--- config.mk ---
export PLATFORM = sky130hd
export DESIGN_NAME = gcd_requester
export DESIGN_NICKNAME = d
export VERILOG_FILES = /design/src/rtl/gcd_pkg.sv /design/src/rtl/gcd_sat_counter.sv /design/src/rtl/gcd_requester.sv
export SDC_FILE = /design/constraint.sdc
export NUM_CORES = 1
export LEC_CHECK = 0
export BUFFER_PORTS_ARGS = -buffer_cell sky130_fd_sc_hd__buf_2
export CORE_AREA = 4 4 261 263
export DETAILED_ROUTE_END_ITERATION = 8
export DIE_AREA = 0 0 265 267
export GPL_TIMING_DRIVEN = 0
export PLACE_DENSITY = 0.63
export SYNTH_ARGS = -nofsm -noshare
export SYNTH_HDL_FRONTEND = slang
export SYNTH_HIERARCHICAL = 1
export SYNTH_SLANG_ARGS = --single-unit
--- constraint.sdc ---
create_clock -name clock -period 4.6 [get_ports clock]
set_input_delay 0.46 -clock clock [delete_from_list [all_inputs] [get_ports clock]]
set_output_delay 0.46 -clock clock [all_outputs]
set_load 0.05 [all_outputs]
--- src/rtl/gcd_pkg.sv ---
// Shared definitions for the GCD req/ack operand protocol (requester and responder).
package gcd_pkg;

    // Requester protocol states; 3-bit encoding shared with the responder's state enum.
    typedef enum logic [2:0] {
        IDLE  = 3'd0,
        A_REQ = 3'd1,
        A_REL = 3'd2,
        B_REQ = 3'd3,
        B_REL = 3'd4,
        RESP  = 3'd5
    } req_state_t;

endpackage

--- src/rtl/gcd_sat_counter.sv ---
// Saturating up-counter used to measure protocol latency.
module gcd_sat_counter #(
    parameter int CNT_W = 32
) (
    input  logic             clock,
    input  logic             reset,
    input  logic             clear,
    input  logic             inc,
    output logic [CNT_W-1:0] q
);

    logic [CNT_W-1:0] cnt_r;

    // Count register: clear wins over increment, and the count sticks at all-ones.
    always_ff @(posedge clock) begin
        if (reset) begin
            cnt_r <= {CNT_W{1'b0}};
        end else if (clear) begin
            cnt_r <= {CNT_W{1'b0}};
        end else if (inc && (cnt_r != {CNT_W{1'b1}})) begin
            cnt_r <= cnt_r + CNT_W'(1);
        end else begin
            cnt_r <= cnt_r;
        end
    end

    assign q = cnt_r;

endmodule

--- src/rtl/gcd_requester.sv ---
// Initiator side of the 4-phase req/ack GCD operand protocol: takes an operand
// pair on a valid/ready command port, presents a then b to the responder and
// returns the result with its latency on a valid/ready response port.
module gcd_requester
    import gcd_pkg::*;
#(
    parameter int W     = 128,
    parameter int CNT_W = 32
) (
    input  logic             clock,
    input  logic             reset,
    input  logic             cmd_valid,
    output logic             cmd_ready,
    input  logic [W-1:0]     cmd_a,
    input  logic [W-1:0]     cmd_b,
    output logic             req,
    input  logic             ack,
    output logic [W-1:0]     loadVal,
    input  logic [W-1:0]     result,
    output logic             rsp_valid,
    input  logic             rsp_ready,
    output logic [W-1:0]     rsp_gcd,
    output logic [CNT_W-1:0] rsp_cycles,
    output logic             busy
);

    req_state_t       state_r,      state_nxt_s;
    logic             req_r,        req_nxt_s;
    logic [W-1:0]     load_val_r,   load_val_nxt_s;
    logic [W-1:0]     b_r,          b_nxt_s;
    logic [W-1:0]     rsp_gcd_r,    rsp_gcd_nxt_s;
    logic [CNT_W-1:0] rsp_cycles_r, rsp_cycles_nxt_s;

    logic             cnt_clear_s;
    logic             cnt_inc_s;
    logic [CNT_W-1:0] cnt_q_s;
    logic [CNT_W-1:0] cnt_plus1_s;

    gcd_sat_counter #(
        .CNT_W (CNT_W)
    ) u_lat_cnt (
        .clock (clock),
        .reset (reset),
        .clear (cnt_clear_s),
        .inc   (cnt_inc_s),
        .q     (cnt_q_s)
    );

    // Latency counts every edge while the responder handshake is in flight.
    always_comb begin
        cnt_inc_s = (state_r == A_REQ) || (state_r == A_REL) || (state_r == B_REQ);
    end

    // Captured latency includes the capture edge itself, saturating at all-ones.
    always_comb begin
        if (cnt_q_s == {CNT_W{1'b1}}) begin
            cnt_plus1_s = cnt_q_s;
        end else begin
            cnt_plus1_s = cnt_q_s + CNT_W'(1);
        end
    end

    // Next-state and next-output decode for the protocol FSM.
    always_comb begin
        state_nxt_s      = state_r;
        req_nxt_s        = req_r;
        load_val_nxt_s   = load_val_r;
        b_nxt_s          = b_r;
        rsp_gcd_nxt_s    = rsp_gcd_r;
        rsp_cycles_nxt_s = rsp_cycles_r;
        cnt_clear_s      = 1'b0;
        case (state_r)
            IDLE: begin
                if (cmd_valid) begin
                    // A zero operand would never let the responder finish, so answer locally.
                    if ((cmd_a == {W{1'b0}}) || (cmd_b == {W{1'b0}})) begin
                        rsp_gcd_nxt_s    = cmd_a | cmd_b;
                        rsp_cycles_nxt_s = {CNT_W{1'b0}};
                        state_nxt_s      = RESP;
                    end else begin
                        b_nxt_s        = cmd_b;
                        req_nxt_s      = 1'b1;
                        load_val_nxt_s = cmd_a;
                        cnt_clear_s    = 1'b1;
                        state_nxt_s    = A_REQ;
                    end
                end else begin
                    state_nxt_s = IDLE;
                end
            end
            A_REQ: begin
                if (ack) begin
                    req_nxt_s   = 1'b0;
                    state_nxt_s = A_REL;
                end else begin
                    state_nxt_s = A_REQ;
                end
            end
            A_REL: begin
                // Never raise req again until the responder has dropped ack.
                if (!ack) begin
                    req_nxt_s      = 1'b1;
                    load_val_nxt_s = b_r;
                    state_nxt_s    = B_REQ;
                end else begin
                    state_nxt_s = A_REL;
                end
            end
            B_REQ: begin
                if (ack) begin
                    rsp_gcd_nxt_s    = result;
                    rsp_cycles_nxt_s = cnt_plus1_s;
                    req_nxt_s        = 1'b0;
                    state_nxt_s      = B_REL;
                end else begin
                    state_nxt_s = B_REQ;
                end
            end
            B_REL: begin
                if (!ack) begin
                    load_val_nxt_s = {W{1'b0}};
                    state_nxt_s    = RESP;
                end else begin
                    state_nxt_s = B_REL;
                end
            end
            RESP: begin
                if (rsp_ready) begin
                    state_nxt_s = IDLE;
                end else begin
                    state_nxt_s = RESP;
                end
            end
            default: begin
                state_nxt_s    = IDLE;
                req_nxt_s      = 1'b0;
                load_val_nxt_s = {W{1'b0}};
            end
        endcase
    end

    // State and registered protocol/response outputs.
    always_ff @(posedge clock) begin
        if (reset) begin
            state_r      <= IDLE;
            req_r        <= 1'b0;
            load_val_r   <= {W{1'b0}};
            b_r          <= {W{1'b0}};
            rsp_gcd_r    <= {W{1'b0}};
            rsp_cycles_r <= {CNT_W{1'b0}};
        end else begin
            state_r      <= state_nxt_s;
            req_r        <= req_nxt_s;
            load_val_r   <= load_val_nxt_s;
            b_r          <= b_nxt_s;
            rsp_gcd_r    <= rsp_gcd_nxt_s;
            rsp_cycles_r <= rsp_cycles_nxt_s;
        end
    end

    assign req        = req_r;
    assign loadVal    = load_val_r;
    assign rsp_gcd    = rsp_gcd_r;
    assign rsp_cycles = rsp_cycles_r;
    assign cmd_ready  = (state_r == IDLE);
    assign rsp_valid  = (state_r == RESP);
    assign busy       = (state_r != IDLE);

endmodule
==> results, run 1 <==
- The run finished with clean final reports.
- The Yosys warning count is 6.
- The TritonCTS clock tree is done.
- 681 I/O pins were placed.
- In the routed layout, each cell is associated on average with a via count of 5.65.
- The final routed DRC violation total is 0.
- The routed design has 109 mm of wire.
- By area the synthesized netlist is led by sky130_fd_sc_hd__dfxtp_1 (42%), sky130_fd_sc_hd__mux2i_1 (12%), sky130_fd_sc_hd__nand2_1 (7.5%).
- The final-layout fill cell count is 6829.
- In the final design database the tool counted 3667 nets.
- The count of endpoints failing hold in the final timing report is 0.
- The die width is 265 um.
- In this run the biggest area consumer among cell types represents 41.5% of the synthesized area.
- In the synthesized netlist, the number of instances is 2541.
- The deepest level of the CTS H-tree is 2.
- Once layout is complete, the utilization of the core stands at 42.6%.
- Data on the critical path arrives at its endpoint at 4.93 ns.
- The cell with the largest stage delay on the worst path is sky130_fd_sc_hd__nor4_1.
- The clock tree root buffer cell is sky130_fd_sc_hd__clkbuf_16.
- Counting tap cells, the placed design contains a total of 4086 instances.
- Counting every net in the synthesized netlist gives 2932.
- The initial antenna violation count is 25.
- Row generation in the floorplan step produced 94 rows.
- The final weighted congestion of routability-driven global placement is 0.956.
- The largest delay contributor family on the critical path is simple AND/OR/NAND/NOR gates.
- In this run the tightest slew margin relative to its limit is 6.37%.
- For this design the ratio of total power to cell area is 382 mW/mm^2.
- The endpoint identified for the worst register-to-register timing path is u_lat_cnt/q[14].
- The number of synthesized register bits is 452.
- The biggest area contributor in the post-synthesis netlist is sky130_fd_sc_hd__dfxtp_1.
- Port buffering added 680 buffers.
- The post-synthesis sequential area ratio is 41.5%.
- In the layout the commonest cells are sky130_fd_sc_hd__buf_2 (699), sky130_fd_sc_hd__dfxtp_1 (452), sky130_fd_sc_hd__nand2_1 (438).
- For this design the static power due to leakage is 12.5 nW.
- The number of buffer and inverter stages on the critical path is 4.
- The total CTS buffers is 52.
- The library cell used most frequently in the layout, excluding fill and tap cells, is sky130_fd_sc_hd__buf_2.
- After synthesis, the share of flip-flops with an asynchronous set or reset is 0%.
- Setup repair after global routing left no endpoint under its margin.
- The critical path goes through buf_2 > nor4_1 > nand4_1 > nor4_2 > a22o_2 > buf_6 > clkbuf_1 > nor2_1 > or2_2 > clkbuf_1 > or4b_1 > nand2_1.
- The worst IR drop on VDD is 322 uV.
- Global routing used 28.7% of the available tracks across all layers.
- Summed over all layers, the global routing overflow is 0.
- The post-detailed-route count of antenna-violating nets is 0.
- The startpoint kind of the worst setup timing path is an input port.
- Setup violations remaining at the end of the flow were counted as 0.
- The ratio of cells with drive above 1 in the final layout is 25.1%.
- The maximum fanout along the worst path is 10.
- The nature of the critical path endpoint is a register.
- The clock passes through at most 3 buffers.
- The worst setup path is of the in -> reg kind.
- The end point of the most critical hold path is b_r[127].
- The worst-skew pair later-pin latency is 0.60 ns.
- The wire length per cell after detailed routing is 26.0 um.
- The floorplan step defined a die boundary enclosing 0.0708 sq mm.
- Averaged over all synthesized cells, the footprint is 8.58 sq um.
- Across all register-to-register paths, the minimum setup slack is 1.45 ns.
- The final clock period utilization by the worst path is 95.2%.
- The tightest min-delay check is of the in -> reg type.
- The largest single stage delay on the critical path is 0.91 ns.
- The total count of max-transition violations in the final report was 0.
- Once detailed placement completed, the half-perimeter wirelength came to 84.7 mm.
- The number of vias in the routed layout is 23700.
- The worst hold path was traced through 3 stages.
- The commonest register cell after synthesis is sky130_fd_sc_hd__dfxtp_1.
- The initial utilization of the core area, before any placement, comes to 33.2%.
- The data required time of the worst path is 5.15 ns.
- The clock skew is 0.0267 ns.
- At the pin with the least slew margin, the transition time is 1.40 ns.
- The clock sink total is 452.
- The synthesized design contains 0 enable-type register cells.
- The region available for standard cell placement spans 0.0656 sq mm.
- Relative to the synthesized area, the layout overhead comes to 28.3%.
- Counting cells, the worst reg-to-reg path comes to 10.
- Timing would allow up to 228 MHz.
- The number of different library cells used by synthesis comes to 66.
- The via count of the first global-routing pass is 22200.
- After the first detailed-routing iteration, the DRC count stood at 2233.
- The start point of the worst min-delay path is cmd_b[127].
- The startpoint identified for the worst register-to-register timing path is state_r[2].
- The length of the first detailed-routing pass in iterations is 6.
- The most numerous cell on the critical path is sky130_fd_sc_hd__clkbuf_1.
- The largest net degree at the start of global routing is 15.
- The final critical delay including setup and external delays is 4.38 ns.
- The max-cap check violation count is 0.
- The mapped cell area is 0.0218 sq mm.
- Clock-pin slew was measured on the worst setup and hold paths at 0.06 ns.
- Once layout is complete, the cells apart from fillers number 4189.
- The floorplan die height is 267 um.
- The wire length of the first global-routing pass is 152 mm.
[worst reg2reg max path, delay by kind of cell, from the launching register on]
family	cells	cell delay, ns
buffers and inverters	5	1.62
and+or+nand+nor	5	1.09
DFF	1	0.29
[how the worst max path moves through the flow]
stage,start,endpoint,slack [ns],cells after the start
floorplan,cmd_b[64],u_lat_cnt/q[28],1.67,11
global placement,cmd_b[63],u_lat_cnt/q[28],-1.65,12
detailed placement,cmd_b[85],u_lat_cnt/q[28],-0.82,12
CTS,cmd_a[99],u_lat_cnt/q[28],0.02,12
global route,cmd_b[85],u_lat_cnt/q[28],0.07,12
finish,cmd_b[85],u_lat_cnt/q[28],0.22,12
[stage by stage]
stage | power (mW) | hold WS (ns) | area, sq um | setup WS, ns | setup TNS [ns]
finish | 10.7 | 0.142 | 28000 | 0.220 | 0
global route | 11.0 | 0.117 | 28000 | 0.0741 | 0
CTS | 10.7 | 0.0881 | 27900 | 0.0168 | 0
detailed placement | 6.69 | 0.442 | 26300 | -0.820 | -58.67
global placement | 6.68 | 0.441 | 26300 | -1.65 | -391.92
floorplan | 5.79 | 0.454 | 21800 | 1.67 | 0
[synth_stat cells (all sizes together), types with 2 or more instances]
cell type and number:
mux2i 265, a31oi 6, o21a 3, a211oi 3, xor2 10, xnor2 23
nor2 32, mux2 2, o21ai 146, nor3b 2, ha 2, nor3 14
or2 2, nand3 147, or4 8, o2bb2ai 21, inv 10, a22o 129
o31ai 3, nand4 33, or3 146, o41ai 2, o211ai 134, nor4b 2
a22oi 2, dfxtp 452, and4 5, o2111ai 2, clkbuf 180, nor4 79
nor2b 2, a21oi 151, and3 7, nand2 438, o311ai 4, and2 3
a41o 3, buf 57
[repair_timing]
item                       CTS  global route
cloned                       0             0
setup endpoints to repair   21            21
buffers inserted             0             0
gates resized for setup      1             1
hold buffers                 0             0
[layer usage]
metal	wire length, um	global-route usage, %	vias up
li1	-	-	10800
met1	44900	37.8	11300
met5	63	0	-
met3	10100	6.96	274
met2	48500	44.5	1309
met4	5500	13.4	10
[cell families (layout without fill, tap and decap cells)]
kind of cell	count (synthesis)	after routing	share of synthesized area [%]
DFF	452	452	41.5
muxes	267	267	12.3
buffers and inverters	247	1023	5.31
AOI/OAI and AO/OA	616	616	18.8
xor gates and xnor gates	33	33	1.33
and+or+nand+nor	924	924	20.7
adders and majority gates	2	2	0.115
other	0	8	0
[layout make-up]
class | count | area (sq um) | area share, %
multi-input cells | 1842 | 11600 | 41.5
flip-flops and latches | 452 | 9050 | 32.4
repair buffers | 681 | 3410 | 12.2
clock buffers | 76 | 1480 | 5.30
plain buffers | 237 | 1120 | 4.02
well taps | 864 | 1080 | 3.87
clock inverters | 19 | 144 | 0.515
inverters | 10 | 37.5 | 0.134
diodes | 8 | 20.0 | 0.0716
[where the power goes]
| part | leakage, nW | switching [mW] | total, mW | internal [mW] |
|---|---|---|---|---|
| logic | 8.03 | 1.64 | 2.38 | 0.736 |
| clock network | 0.800 | 1.79 | 4.04 | 2.24 |
| registers | 3.68 | 0.117 | 4.26 | 4.14 |
| total | 12.5 | 3.55 | 10.7 | 7.12 |
[flip-flops by register name (all words and copies together), names as in the netlist]
name / cells
rsp_cycles: 32
b_r: 128
u_lat_cnt/q: 32
req: 1
state_r: 3
loadVal: 128
rsp_gcd: 128
No activity file was read; power rests on OpenSTA's default activity.
==> inputs of run 2 (changes only) <==
--- a/config.mk
+++ b/config.mk
@@ -6,10 +6,11 @@
 export NUM_CORES = 1
 export LEC_CHECK = 0
 export BUFFER_PORTS_ARGS = -buffer_cell sky130_fd_sc_hd__buf_2
-export CORE_AREA = 4 4 261 263
+export CORE_AREA = 5 5 262 264
 export DETAILED_ROUTE_END_ITERATION = 8
-export DIE_AREA = 0 0 265 267
+export DIE_AREA = 0 0 267 269
 export GPL_TIMING_DRIVEN = 0
+export MAX_ROUTING_LAYER = met4
 export PLACE_DENSITY = 0.63
 export SYNTH_ARGS = -nofsm -noshare
 export SYNTH_HDL_FRONTEND = slang
==> run 2 against run 1 <==
Die area up 1.5%. Clock-buffer cell count unchanged. Flip-flop and latch count stayed put. Global-route usage rose by 0.57 points. Combinational power about the same. Power rose by 0.93%. Largest cell class unchanged.
==> results, run 2 (same netlist as run 1, synthesis figures left out) <==
- The floorplan die height is 269 um (+0.75%).
- The wire length of the first global-routing pass is 153 mm (+0.71%).
- The final critical delay including setup and external delays was 4.38 ns (+0.000928 ns).
- The end point of the most critical hold path is b_r[3].
- The wire length per cell after detailed routing is 26.1 um (+0.32%).
- The final routed DRC violation total came to 0 (unchanged).
- The final clock period utilization by the worst path is 95.2% (about the same).
- The placed wire-length estimate after detailed placement is 85.0 mm (+0.40%).
- The maximum clock insertion buffer count came to 3 (unchanged).
- The library cells used most frequently in the layout, excluding fill and tap cells, are sky130_fd_sc_hd__buf_2 (699), sky130_fd_sc_hd__dfxtp_1 (452), sky130_fd_sc_hd__nand2_1 (438).
- The number of buffers inserted by hold repair at cts is 0 (unchanged).
- The count of endpoints failing hold in the final timing report is 0 (unchanged).
- The total congestion overflow was 0 (unchanged).
- The final count of negative-setup-slack endpoints was 0 (unchanged).
- In this run the most critical hold path is launched from cmd_b[3].
- The library cell used most frequently in the layout, excluding fill and tap cells, is sky130_fd_sc_hd__buf_2.
- The routed via count divided by cell count is 5.67 (+0.37%).
- The number of cells in the design after placement is 4095 (+0.22%).
- Setup repair after global routing left no endpoint under its margin.
- The worst-skew pair later-pin latency is 0.61 ns (about the same).
- The initial antenna violation count came to 14 (-44%).
- The die width was 267 um (+0.75%).
- The maximum fanout along the worst path was 10 (unchanged).
- The number of placed I/O pins is 681 (unchanged).
- The via count of the first global-routing pass came to 22000 (-0.78%).
- The number of buffer cells added on primary ports came to 680 (unchanged).
- STA classifies the critical path endpoint as a register.
- The capturing point of the worst reg2reg path is u_lat_cnt/q[13].
- The number of vias in the routed layout is 23800 (+0.73%).
- The total count of max-transition violations in the final report is 0 (unchanged).
- The max-cap check violation count is 0 (unchanged).
- The number of placement rows is 95 (+1.1%).
- The all-layer global routing usage is 29.3% (+0.57 points).
- The classification of the worst-slack hold path is in -> reg.
- The worst slew margin relative to its limit was 2.75% (-3.6 points).
- The area growth from synthesis to final layout is 28.5%.
- The total chip power is 10.8 mW (+0.93%).
- The final cell count without fillers is 4204 (+0.36%).
- The largest net degree at the start of global routing is 15 (unchanged).
- The number of cells traversed by the worst hold path is 3 (unchanged).
- The largest delay contributor family on the critical path is simple AND/OR/NAND/NOR gates.
- The critical path depth is 12 (unchanged).
- The worst reg2reg path startpoint is state_r[2].
- The number of nets in the finished design is 3667 (unchanged).
- The critical path goes through buf_2 > nor4_1 > nand4_1 > nor4_1 > a22o_2 > buf_6 > clkbuf_1 > nor2_1 > or2_2 > clkbuf_1 > clkbuf_1 > a21oi_1.
- The fmax came to 228 MHz (about the same).
- The worst IR drop on VDD is 300 uV (-6.8%).
- The critical path arrival is 4.91 ns (-0.02 ns).
- The length of the first detailed-routing pass in iterations is 5 (-1).
- The transition time at the pin with the least slew margin came to 1.46 ns (+0.0542 ns).
- The final weighted congestion of routability-driven global placement is 0.964 (+0.83%).
- The area occupied by multi-input gates is 0.0116 sq mm (about the same).
- The cell with the largest stage delay on the worst path is sky130_fd_sc_hd__nor4_1.
- The number of cells on the worst reg-to-reg path is 10 (unchanged).
- The final-layout fill cell count is 6928 (+1.4%).
- The number of buffer and inverter stages on the critical path is 5 (+1).
- The clock transition at the registers of the reported paths came to 0.06 ns (about the same).
- The worst setup path is launched from an input port.
- The static leakage was 12.5 nW (about the same).
- The detailed router's first-iteration violation count is 2205 (-1.3%).
- The ratio of cells with drive above 1 in the final layout was 25.1% (-0.045 points).
- The area of the placeable core was 0.0663 sq mm (+1.1%).
- The data required time of the worst path is 5.13 ns (-0.02 ns).
- The TritonCTS clock tree is done.
- The reg2reg setup slack is 1.50 ns (+0.05 ns).
- The start point of the critical path is cmd_a[118].
- The total length of routed wires is 110 mm (+0.68%).
- The clock sink total is 452 (unchanged).
- The run finished with clean final reports.
- The post-detailed-route count of antenna-violating nets came to 0 (unchanged).
- The deepest level of the CTS H-tree was 2 (unchanged).
- The total CTS buffers is 52 (unchanged).
- The most numerous cell on the critical path is sky130_fd_sc_hd__clkbuf_1.
- The areal power density over the cells came to 385 mW/mm^2 (+0.75%).
- The flip-flop and latch area is 0.00905 sq mm (unchanged).
- The clock tree root buffer cell is sky130_fd_sc_hd__clkbuf_16.
- The die footprint is 0.0718 sq mm (+1.5%).
- The biggest cell delay along the critical path came to 1.13 ns (+0.22 ns).
- The clock skew came to 0.0225 ns (-0.00414 ns).
- The critical path in this run is classified as in -> reg.
- The starting density of the core is 32.9% (-0.35 points).
## run 2: cell count changes in the layout (fill, tap and decap cells not counted)
cell and delta:
sky130_fd_sc_hd__inv_8 +1, sky130_fd_sc_hd__clkinv_2 -2, sky130_fd_sc_hd__bufinv_16 +1, sky130_fd_sc_hd__diode_2 +8, sky130_fd_sc_hd__clkinv_4 -2, sky130_fd_sc_hd__clkbuf_8 +1, sky130_fd_sc_hd__nor4_1 +1, sky130_fd_sc_hd__clkbuf_1 -1
sky130_fd_sc_hd__nor4_2 -1
## run 2: worst reg2reg max path, delay by kind of cell (launching register included)
| family | cells | cell delay [ns] |
|---|---|---|
| buffers and inverters | 5 | 1.64 |
| DFF | 1 | 0.30 |
| and+or+nand+nor | 4 | 0.92 |
| AOI/OAI and AO/OA | 1 | 0.11 |
## run 2: through the flow
stage | util [%] | TNS (ns) | hold WS [ns] | setup slack, ns | instance area, sq um
after floorplan | - | 0 | 0.454 | 1.67 | 21800
after global placement | 39.6 | -274.10 | 0.441 | -1.44 | 26300
after detailed placement | 39.7 | -11.34 | 0.444 | -0.510 | 26300
after CTS | 42.2 | 0 | 0.0879 | 0.132 | 28000
after global routing | 42.2 | 0 | 0.117 | 0.0598 | 28000
final | 42.2 | 0 | 0.132 | 0.219 | 28000
## run 2: routing by layer
layer	share of wire (%)	track usage, %	wire (um)
met2	46	46.0	50800
met5	0	-	0
met1	41	38.5	45200
met4	3.2	8.57	3520
met3	9.3	5.81	10200
## run 2: timing repair
action | CTS | global route
buffers inserted | 0 | 0
resized for setup | 0 | 1
setup endpoints to repair | 0 | 2
## run 2: worst max path at each step
stage	end	slack, ns
2_1_floorplan	u_lat_cnt/q[28]	1.67
4_1_cts	u_lat_cnt/q[13]	0.13
6_report	u_lat_cnt/q[13]	0.22
3_5_place_dp	u_lat_cnt/q[13]	-0.51
3_3_place_gp	u_lat_cnt/q[28]	-1.44
5_1_grt	u_lat_cnt/q[18]	0.06
## run 2: layout make-up
| class | instances | area share, % |
|---|---|---|
| multi-input cells | 1842 | 41.4 |
| flip-flops and latches | 452 | 32.3 |
| repair buffers | 681 | 12.2 |
| clock buffers | 76 | 5.33 |
| plain buffers | 237 | 4.02 |
| well taps | 873 | 3.90 |
| clock inverters | 17 | 0.563 |
| diodes | 16 | 0.143 |
| inverters | 10 | 0.134 |
## run 2: power breakdown
group / switching [mW] / internal, mW / leakage (nW)
Clock: 1.82 / 2.31 / 0.810
Sequential: 0.124 / 4.14 / 3.68
Combinational: 1.64 / 0.735 / 8.03
